File: src/rtl/mul_int.sv
// Sequential 32x32 integer multiplier: radix-2 shift-add over operand magnitudes,
// one sign-correction cycle, start/done handshake. Product is returned as hi/lo.
module mul_int #(
    parameter int W = 32
) (
    input  logic         clk,
    input  logic         rst_n,
    input  logic         start,
    input  logic         sgn,
    input  logic [W-1:0] mcand,
    input  logic [W-1:0] mplier,
    output logic         busy,
    output logic         done,
    output logic [W-1:0] hi,
    output logic [W-1:0] lo,
    output logic         ovf
);

    localparam int CW = $clog2(W);

    typedef enum logic [1:0] {IDLE, RUN, FIX} state_t;

    state_t         state_q, state_d;
    logic [W-1:0]   a_q, a_d;
    logic [W-1:0]   b_q, b_d;
    logic [2*W-1:0] p_q, p_d;
    logic [CW-1:0]  cnt_q, cnt_d;
    logic           sgn_q, sgn_d;
    logic           neg_q, neg_d;
    logic [W-1:0]   hi_q, hi_d;
    logic [W-1:0]   lo_q, lo_d;
    logic           ovf_q, ovf_d;
    logic           busy_q, busy_d;
    logic           done_q, done_d;

    logic [W:0]     sum;
    logic [2*W-1:0] res;

    always_comb begin
        state_d = state_q;
        a_d     = a_q;
        b_d     = b_q;
        p_d     = p_q;
        cnt_d   = cnt_q;
        sgn_d   = sgn_q;
        neg_d   = neg_q;
        hi_d    = hi_q;
        lo_d    = lo_q;
        ovf_d   = ovf_q;
        busy_d  = busy_q;
        done_d  = 1'b0;
        sum     = '0;
        res     = '0;

        case (state_q)
            IDLE: begin
                if (start) begin
                    // Magnitudes as unsigned W-bit values; the most negative value maps to itself.
                    sgn_d   = sgn;
                    a_d     = (sgn && mcand[W-1])  ? -mcand  : mcand;
                    b_d     = (sgn && mplier[W-1]) ? -mplier : mplier;
                    neg_d   = sgn & (mcand[W-1] ^ mplier[W-1]);
                    p_d     = '0;
                    cnt_d   = '0;
                    busy_d  = 1'b1;
                    state_d = RUN;
                end
            end
            RUN: begin
                sum   = {1'b0, p_q[2*W-1:W]} + (b_q[0] ? {1'b0, a_q} : '0);
                p_d   = {sum, p_q[W-1:1]};
                b_d   = b_q >> 1;
                cnt_d = cnt_q + CW'(1);
                if (cnt_q == CW'(W - 1)) begin
                    state_d = FIX;
                end
            end
            FIX: begin
                res     = neg_q ? -p_q : p_q;
                hi_d    = res[2*W-1:W];
                lo_d    = res[W-1:0];
                ovf_d   = sgn_q ? (res[2*W-1:W] != {W{res[W-1]}})
                                : (res[2*W-1:W] != '0);
                done_d  = 1'b1;
                busy_d  = 1'b0;
                state_d = IDLE;
            end
            default: begin
                state_d = IDLE;
            end
        endcase
    end

    always_ff @(posedge clk) begin
        if (!rst_n) begin
            state_q <= IDLE;
            a_q     <= '0;
            b_q     <= '0;
            p_q     <= '0;
            cnt_q   <= '0;
            sgn_q   <= 1'b0;
            neg_q   <= 1'b0;
            hi_q    <= '0;
            lo_q    <= '0;
            ovf_q   <= 1'b0;
            busy_q  <= 1'b0;
            done_q  <= 1'b0;
        end else begin
            state_q <= state_d;
            a_q     <= a_d;
            b_q     <= b_d;
            p_q     <= p_d;
            cnt_q   <= cnt_d;
            sgn_q   <= sgn_d;
            neg_q   <= neg_d;
            hi_q    <= hi_d;
            lo_q    <= lo_d;
            ovf_q   <= ovf_d;
            busy_q  <= busy_d;
            done_q  <= done_d;
        end
    end

    assign busy = busy_q;
    assign done = done_q;
    assign hi   = hi_q;
    assign lo   = lo_q;
    assign ovf  = ovf_q;

endmodule

File: config.mk
export PLATFORM = sky130hd
export DESIGN_NAME = mul_int
export DESIGN_NICKNAME = d
export VERILOG_FILES = /design/src/rtl/mul_int.sv
export SDC_FILE = /design/constraint.sdc
export NUM_CORES = 1
export LEC_CHECK = 0
export CORE_ASPECT_RATIO = 0.8
export CORE_MARGIN = 10
export CORE_UTILIZATION = 52
export CTS_CLUSTER_DIAMETER = 30
export DETAILED_ROUTE_END_ITERATION = 6
export PLACE_DENSITY_LB_ADDON = 0.3
export REMOVE_ABC_BUFFERS = 1
export SLEW_MARGIN = 20
export SYNTH_ARGS = -nofsm -noshare
export SYNTH_HDL_FRONTEND = slang
export SYNTH_SLANG_ARGS = --single-unit
File: constraint.sdc
create_clock -name clk -period 3.39 [get_ports clk]
set_clock_uncertainty 0.1 [all_clocks]
set_input_delay 1.017 -clock clk [delete_from_list [all_inputs] [get_ports clk]]
set_output_delay 1.017 -clock clk [all_outputs]
set_load 0.03 [all_outputs]
==> results of run 1 <==
## per-layer routing
metal / vias up / global-route usage / part of all wire
met1: 5625 / 0.302 / 0.44
met3: 78 / 0.0375 / 0.068
met4: 0 / 0.0632 / 0.022
met5: - / 0 / 0
li1: 5871 / - / -
met2: 463 / 0.380 / 0.47
## critical path: stages (launching register included)
cell and delay [ns]:
dfxtp_1 0.30, or4_4 0.53, or4_4 0.48, buf_6 0.16, or3_4 0.41, o31ai_4 0.22, xor2_2 0.14, nor4_1 0.25
nand4_1 0.12, or4_1 0.44, nor4_2 0.29, a211oi_1 0.07
## placed cells by master (no fill, tap or decap), types with 43 or more instances in the layout
| master | Yosys | routed |
|---|---|---|
| xor2_1 | 83 | 80 |
| xnor2_1 | 55 | 53 |
| buf_4 | 1 | 228 |
| nand2_1 | 127 | 124 |
| clkbuf_16 | 0 | 43 |
| dfxtp_1 | 204 | 202 |
| clkdlybuf4s50_1 | 0 | 130 |
| nor2_1 | 165 | 161 |
| o21ai_0 | 73 | 64 |
| a21oi_1 | 77 | 73 |
| a211oi_1 | 83 | 80 |
## metrics by stage
stage          setup slack [ns]  hold WS, ns  std cells   util
5_1_grt                  -0.383        0.374       2077  0.765
4_1_cts                  -0.205        0.350       2059  0.744
3_3_place_gp             -0.456        0.339       1987  0.674
6_report                 -0.257        0.349       2077  0.765
3_5_place_dp             -0.547        0.344       1987  0.674
2_1_floorplan             -3.09        0.327       1336      -
## logic make-up (layout without fill, tap and decap cells)
logic type / Yosys count / in the layout / share of synthesized area
AOI/OAI and AO/OA: 411 / 411 / 0.246
xor gates and xnor gates: 138 / 138 / 0.104
adders and majority gates: 38 / 38 / 0.0415
buffers and inverters: 122 / 468 / 0.0404
DFF: 204 / 204 / 0.351
muxes: 2 / 2 / 0.00183
and+or+nand+nor: 516 / 516 / 0.217
## how the worst max path moves through the flow
stage / start / end / slack [ns] / depth (start not counted)
2_1_floorplan: rst_n / p_q[63] / -3.09 / 3
3_3_place_gp: mcand[10] / a_q[22] / -0.46 / 10
3_5_place_dp: mplier[1] / b_q[25] / -0.55 / 13
4_1_cts: p_q[22] / ovf / -0.21 / 11
5_1_grt: p_q[22] / ovf / -0.38 / 11
6_report: p_q[22] / ovf / -0.26 / 11
## final cells by class
class / count / area [um2]
clock buffers: 52 / 1130
clock inverters: 17 / 255
fillers: 1531 / 5130
inverters: 27 / 104
multi-input cells: 1105 / 7510
flip-flops and latches: 204 / 4090
well taps: 300 / 375
repair buffers: 372 / 3210
## flip-flops by register name, indices dropped and copies added, names as in the netlist
name and cells:
a_q 32, b_q 32, busy 1, cnt_q 5, done 1, hi 32
lo 32, neg_q 1, ovf 1, p_q 64, sgn_q 1, state_q 2
## what timing repair did
item / 4_1_cts / 5_1_grt
hold buffers: 0 / 0
pin swaps: 9 / 35
resized for setup: 25 / 69
setup endpoints to repair: 14 / 34
setup buffers: 3 / 17
cloned: 0 / 1
## report_power, final
part | total (mW) | switching, mW | leakage (nW) | internal (mW)
Sequential | 2.53 | 0.0492 | 1.66 | 2.48
Combinational | 0.718 | 0.390 | 4.61 | 0.329
Clock | 4.00 | 1.28 | 0.653 | 2.72
==> results_dict.tcl, run 1 <==
set metrics [dict create \
    leakagePower_nw 6.92 \
    share_of_final_layout_standard_cells_stronger_than_drive_strength_1 0.217 \
    worst_r2r_setup_slack_ns -0.26 \
    worst_ep_arrival_time_ns 3.94 \
    initial_core_util 0.534 \
    holdCritPathClass "reg2reg" \
    hold_viol 0 \
    dr.first_iter.drc_count 923 \
    timing.rr.start "p_q[22]" \
    grt_pass1_vias 11600 \
    cp.required_ns 3.68 \
    worstHoldEndpoint "a_q[20]" \
    place_area_um2 14700 \
    drv.max_cap_violation_count 0 \
    drt-wirelength-per-cell_um 17.2 \
    yosys_register_bits 204 \
    n_antenna_cell 0 \
    synth_sequential_area_ratio 0.351 \
    top_cells_by_count_synth "dfxtp_1 (204), nor2_1 (165), nand2_1 (127)" \
    violations "negative setup slack" \
    clk_path_buf_depth 3 \
    number_of_distinct_standard_cells_referenced_by_the_synthesized_netlist 67 \
    synthesis.area_um2 11600 \
    dieArea_um2 28800 \
    ys.flop_type "dfxtp_1" \
    final.min_clock_period_ns 3.65 \
    ff2ff_path_depth 11 \
    worstHoldPathCells 2 \
    global_route_wire_length_before_repair_um 57100 \
    max_clock_freq_mhz 274 \
    peakVddDrop_v 0.000299 \
    drt_drc_violations_left 0 \
    post_synthesis_cell_count 1431 \
    synth_area_per_cell_um2 8.14 \
    tritoncts_clock_tree "built" \
    worstReg2RegEnd "ovf" \
    grt_overflow_total 0 \
    totalPowerFinal_mw 7.25 \
    cts_sinks 204 \
    antenna_violations_before_repair 0 \
    totalNegativeSetupSlack_ns -0.261 \
    critical_path_peak_fanout 8 \
    timing.hold.worst.start "a_q[20]" \
    routabilityCongestion 0.963 \
    timing.setup.critical_path_class "reg2reg" \
    critical_path.startpoint_type "flip-flop" \
    number_of_enable_type_register_cells_in_the_synthesized_netlist 0 \
    min_period_over_period 1.08 \
    vias 12000 \
    setup_violations 2 \
    finalMaxSlewViolations 0 \
    final.setup.worst_slack_ns -0.257 \
    core_um2 21800 \
    cts_inserted_buffers 40 \
    area_delta_synth_final_pct 43.1 \
    port-buffer-count 134 \
    floorplan.die.height_um 154 \
    timing.slew.headroom 0.459 \
    final_design_area_no_fill_um2 16700 \
    antenna_left 0 \
    run_status "complete, but fails checks" \
    via_per_inst 5.80 \
    design.portCount 135 \
    groute.usage.overall 0.229 \
    path_clk_slew_ns 0.05 \
    ctsRootBufferMaster "clkbuf_16" \
    synthArstFlopShare 0 \
    cell_types_with_the_largest_area_share_after_synthesis "dfxtp_1 (35%), xor2_1 (6.2%), a211oi_1 (5.3%)" \
    placementRows 48 \
    netlist.top_cell.by_area "dfxtp_1" \
    clk-insertion-delay-late_ns 0.51 \
    hpwlAfterDp_um 25100 \
    synth_most_common_cell "dfxtp_1" \
    yosys_warnings 0 \
    timing.critical_path.to_type "flip-flop" \
    routed_wl_um 35700 \
    worst-slew-pin-transition_ns 0.812 \
    powerDensity_nw_per_um2 435 \
    dr.pass1.iters 7 \
    pin_count_of_the_biggest_net_entering_global_routing 124 \
    yosys.area.top_type_share 0.351 \
    cts.htree.levels 2 \
    num-nets-final 1856 \
    setup_repair_after_global_routing_missed_its_margin "true" \
    die_x_um 187 \
]
Power figures use the tool's default switching activity.
==> run 2, diff against run 1 <==
Settings changed: CORE_ASPECT_RATIO 0.8 to default.
==> run 2 against run 1 <==
Effect of this change:
- the run still ends with negative setup slack left
- non-clock buffer count is 12 lower
- core utilization shrank 2.2 points
- total power is 2.1% lower
- clock power fell by 3%
- worst setup slack worse by 0.075 ns
- cell area shrank 2.1%
- sequential cell count unchanged
- die area decreased by 0.13%
- sequential share of layout area is 0.54 points higher
- via count shrank 2.4%
==> results_dict.tcl, run 2 (synthesis results as in run 1) <==
set metrics [dict create \
    groute.usage.overall 0.225 \
    hold_viol 0 \
    n_antenna_cell 0 \
    port-buffer-count 134 \
    max_clock_freq_mhz 269 \
    placed_cells 1973 \
    floorplan.die.height_um 170 \
    grt_overflow_total 0 \
    seqPwrFrac 0.356 \
    drt-wirelength-per-cell_um 16.5 \
    share_of_final_layout_standard_cells_stronger_than_drive_strength_1 0.196 \
    cp.required_ns 3.67 \
    cp.buffers_inverters 2 \
    dr.first_iter.drc_count 1020 \
    power.share.combinational 0.099 \
    clk_path_buf_depth 3 \
    vias 11700 \
    pin_count_of_the_biggest_net_entering_global_routing 124 \
    timing.slew.headroom 0.441 \
    grt_pass1_vias 11600 \
    worst_ep_arrival_time_ns 4.01 \
    clk-insertion-delay-late_ns 0.51 \
    met3_usage 0.0400 \
    setup_violations 1 \
    routabilityCongestion 0.960 \
    worst-slew-pin-transition_ns 0.838 \
    routed_wl_um 33700 \
    cts.htree.levels 2 \
    totalPowerFinal_mw 7.10 \
    leakagePower_nw 6.82 \
    layout_common_cells "buf_4 (220), dfxtp_1 (202), nor2_1 (163)" \
    antenna_violations_before_repair 0 \
    clock_power_share 0.545 \
    flip_flop_count_of_the_largest_register_all_copies_and_words_added 64 \
    run_status "complete, but fails checks" \
    p_switching_mw 1.67 \
    place_area_um2 14700 \
    grt-busiest-layer "met2" \
    die_x_um 170 \
    timing.setup.critical_path_class "reg2reg" \
    peakVddDrop_v 0.000299 \
    setup_repair_after_global_routing_missed_its_margin "true" \
    p_int_mw 5.43 \
    violations "negative setup slack" \
    powerDensity_nw_per_um2 435 \
    critPathSlowestCell "or4_4" \
    drt_drc_violations_left 0 \
    area_delta_synth_final_pct 40.1 \
    timing.critical_path.to_type "flip-flop" \
    ctsRootBufferMaster "clkbuf_16" \
    num-nets-final 1843 \
    hold_slack_ns 0.352 \
    dr.pass1.iters 5 \
    register_with_the_most_flip_flops "p_q" \
    antenna_left 0 \
    grt_util_met2 0.378 \
    power.switching_fraction 0.235 \
    design.portCount 135 \
    dieArea_um2 28800 \
    final.fill_count 1644 \
    via_per_inst 5.74 \
    tritoncts_clock_tree "built" \
    global_route_wire_length_before_repair_um 55200 \
    initial_core_util 0.531 \
    critical-path-max-stage-delay_ns 0.54 \
    placementRows 54 \
    totalNegativeSetupSlack_ns -0.332 \
    cts_inserted_buffers 39 \
    cts_sinks 204 \
    path_clk_slew_ns 0.05 \
    critical_path.startpoint_type "flip-flop" \
    layout_commonest_cell "buf_4" \
    stdcell_count 2046 \
    core_um2 22000 \
    final.setup.worst_slack_ns -0.332 \
    grt_met1_use 0.281 \
    drv.max_cap_violation_count 0 \
    critical-path-top-delay-family "simple AND/OR/NAND/NOR gates" \
    min_period_over_period 1.10 \
    critical_path_peak_fanout 5 \
    final.min_clock_period_ns 3.72 \
    holdCritPathClass "reg2reg" \
    finalMaxSlewViolations 0 \
    critical_path.cell_chain "or4_4 > or4_4 > buf_4 > or3_4 > o31ai_4 > xor2_2 > buf_4 > nor4_1 > nand4_1 > or4_1 > nor4_2 > a211oi_1" \
    hpwlAfterDp_um 24800 \
    final_design_area_no_fill_um2 16300 \
]
[run 2: changes by cell type in the layout (fill, tap and decap cells not counted), moves of 3 or more]
cell / change
clkinv_2: +4
o21ai_0: +4
ha_4: -4
a21oi_1: +3
clkbuf_16: -3
clkinvlp_4: -3
a21oi_2: -3
buf_4: -8
[run 2: area by class of cell]
cell class	count	area, um2	area share
multi-input cells	1105	7330	0.449
repair buffers	360	3110	0.190
well taps	280	350	0.0215
clock inverters	18	253	0.0155
inverters	27	104	0.00636
clock buffers	52	1090	0.0666
flip-flops and latches	204	4090	0.251
[run 2: per-layer routing]
| metal | share of wire | wire length [um] |
|---|---|---|
| met1 | 0.43 | 14700 |
| met2 | 0.47 | 15900 |
| met3 | 0.064 | 2150 |
| met5 | 0 | 0 |
| met4 | 0.028 | 960 |
[run 2: worst paths after layout]
check | from | end | slack (ns) | depth (start not counted)
setup reg to reg | p_q[22] | ovf | -0.33 | 12
hold reg to reg | a_q[28] | a_q[28] | 0.35 | 2
hold / removal | a_q[28] | a_q[28] | 0.35 | 2
setup / recovery | p_q[22] | ovf | -0.33 | 12
[run 2: timing repair]
action,in CTS,in global routing
endpoints found under the setup margin,7,32
pin swaps,3,14
gates resized for setup,12,43
hold buffers,0,0
buffers inserted,3,0
[run 2: power groups by stage]
stage	Sequential [mW]	Combinational, mW	Clock (mW)
after detailed placement	2.57	0.678	0
after CTS	2.52	0.689	3.91
after floorplan	2.56	0.359	0
after global routing	2.53	0.774	4.04
after global placement	2.56	0.660	0
final	2.53	0.703	3.87
[run 2: tightest hold or removal path: stages (launching register included)]
cell and delay, ns:
dfxtp_1 0.30, nand2_1 0.05, a21oi_1 0.05
[run 2: stage by stage]
step	worst slack, ns	utilization
after floorplan	-3.09	-
after global placement	-0.467	0.670
after global routing	-0.467	0.743
final	-0.332	0.743
after detailed placement	-0.491	0.670
after CTS	-0.300	0.735
==> variant: new RTL, settings of run 2 <==
Add an input register stage for `start`, `sgn`, `mcand` and `mplier`, without a reset; this delays them by one clock. Comments in the files are not updated.
--- a/src/rtl/mul_int.sv
+++ b/src/rtl/mul_int.sv
@@ -20,4 +20,16 @@
 
     typedef enum logic [1:0] {IDLE, RUN, FIX} state_t;
+
+    logic start_q;
+    logic sgn_r;
+    logic [W-1:0] mcand_q;
+    logic [W-1:0] mplier_q;
+
+    always_ff @(posedge clk) begin
+        start_q  <= start;
+        sgn_r    <= sgn;
+        mcand_q  <= mcand;
+        mplier_q <= mplier;
+    end
 
     state_t         state_q, state_d;
@@ -55,10 +67,10 @@
         case (state_q)
             IDLE: begin
-                if (start) begin
+                if (start_q) begin
                     // Magnitudes as unsigned W-bit values; the most negative value maps to itself.
-                    sgn_d   = sgn;
-                    a_d     = (sgn && mcand[W-1])  ? -mcand  : mcand;
-                    b_d     = (sgn && mplier[W-1]) ? -mplier : mplier;
-                    neg_d   = sgn & (mcand[W-1] ^ mplier[W-1]);
+                    sgn_d   = sgn_r;
+                    a_d     = (sgn_r && mcand_q[W-1])  ? -mcand_q : mcand_q;
+                    b_d     = (sgn_r && mplier_q[W-1]) ? -mplier_q : mplier_q;
+                    neg_d   = sgn_r & (mcand_q[W-1] ^ mplier_q[W-1]);
                     p_d     = '0;
                     cnt_d   = '0;
Formal check against the unedited RTL: not equivalent (a bounded check fails within 4 cycles, from zero or initial values and one cycle with rst_n low).
==> variant against run 2 <==
The run still ends with setup timing left. Cell area increased by 12%. Sequential cell count increased by 66. Via count increased by 3.8%. Area after synthesis increased by 14%. First-iteration DRC count decreased by 12%. Wire length increased by 11%. Count of clock-buffer cells in the layout increased by 11. Total power increased by 27%. Setup slack improved by 0.28 ns. Worst hold slack improved by 0.029 ns. Critical endpoint unchanged.
==> variant: results <==
export IMPL_signal_buffers=329
export IMPL_synth_compound_area_frac=0.240
export IMPL_inv_count=22
export IMPL_nFillCells=1863
export IMPL_outcome="finished with violations"
export IMPL_post_dp_cell_area_um2=16100
export IMPL_setup_tns_ns=-0.0511
export IMPL_min_from="a_q[31]$_SDFFE_PN0P_"
export IMPL_gp_congestion=0.937
export IMPL_met3WireLength_mm=2.12
export IMPL_hold_path_end="a_q[31]$_SDFFE_PN0P_"
export IMPL_use_met1=0.263
export IMPL_dp_hpwl_mm=25.6
export IMPL_wl_met2_mm=18.1
export IMPL_placedCellCount=2026
export IMPL_grt_usage=0.215
export IMPL_vias_per_cell=5.73
export IMPL_timing_slew_headroom=0.414
export IMPL_nets=1862
export IMPL_final_cell_area_um2=18200
export IMPL_sh_seq_area=0.297
export IMPL_grt_max_degree=118
export IMPL_syn_area_per_cell_um2=9.01
export IMPL_drt_iter0_drc=898
export IMPL_grt_pass1_vias=12064
export IMPL_irDropWorstVdd_uv=455
export IMPL_clock_area_frac=0.0958
export IMPL_wire_per_inst_um=17.5
export IMPL_use_met3=0.0436
export IMPL_timing_hold_ws_ns=0.381
export IMPL_setup_viol=1
export IMPL_ys_types=72
export IMPL_multi_input_area_um2=7710
export IMPL_layout_setup_ws_ns=-0.0511
export IMPL_r2r_cells=10
export IMPL_grt_first_pass_wirelength_mm=60.0
export IMPL_drt_pass1_iterations=6
export IMPL_r2r_start="p_q[7]$_SDFFE_PN0P_"
export IMPL_synthMuxAreaShare=0.00151
export IMPL_violations="setup timing"
export IMPL_p_leak_nw=8.56
export IMPL_yosysSeqAreaShare=0.409
export IMPL_dp_slack_ns=-0.407
export IMPL_worstPathArrival_ns=3.77
variant: changes by cell type after synthesis, moves of 14 or more:
cell	delta
and2_1	+38
a21oi_1	-36
a211oi_1	-80
dfxtp_1	+66
or3_1	-15
o211a_1	+88
a221oi_1	-14
xor2_1	+18
a22oi_1	+14
o21ai_0	+33
nor2_1	-113
nand2_1	+48
variant: repair_timing:
| item | CTS | global route |
|---|---|---|
| setup endpoints to repair | 8 | 11 |
| resized for setup | 24 | 48 |
| pin swaps | 11 | 17 |
| hold buffers | 0 | 0 |
| buffers inserted | 3 | 5 |
| cloned | 0 | 0 |
variant: power breakdown:
part           internal [mW]  switching (mW)  total, mW
Clock                   3.28            1.71       4.99
Sequential              3.30          0.0993       3.40
Combinational          0.322           0.338      0.660
Total                   6.90            2.15       9.04
variant: worst max-delay path, delay by kind of cell (launching register included):
| kind | cells | cell delay, ns |
|---|---|---|
| flops | 1 | 0.31 |
| mux | 1 | 0.18 |
| compound gates | 3 | 0.34 |
| simple gates | 6 | 2.41 |
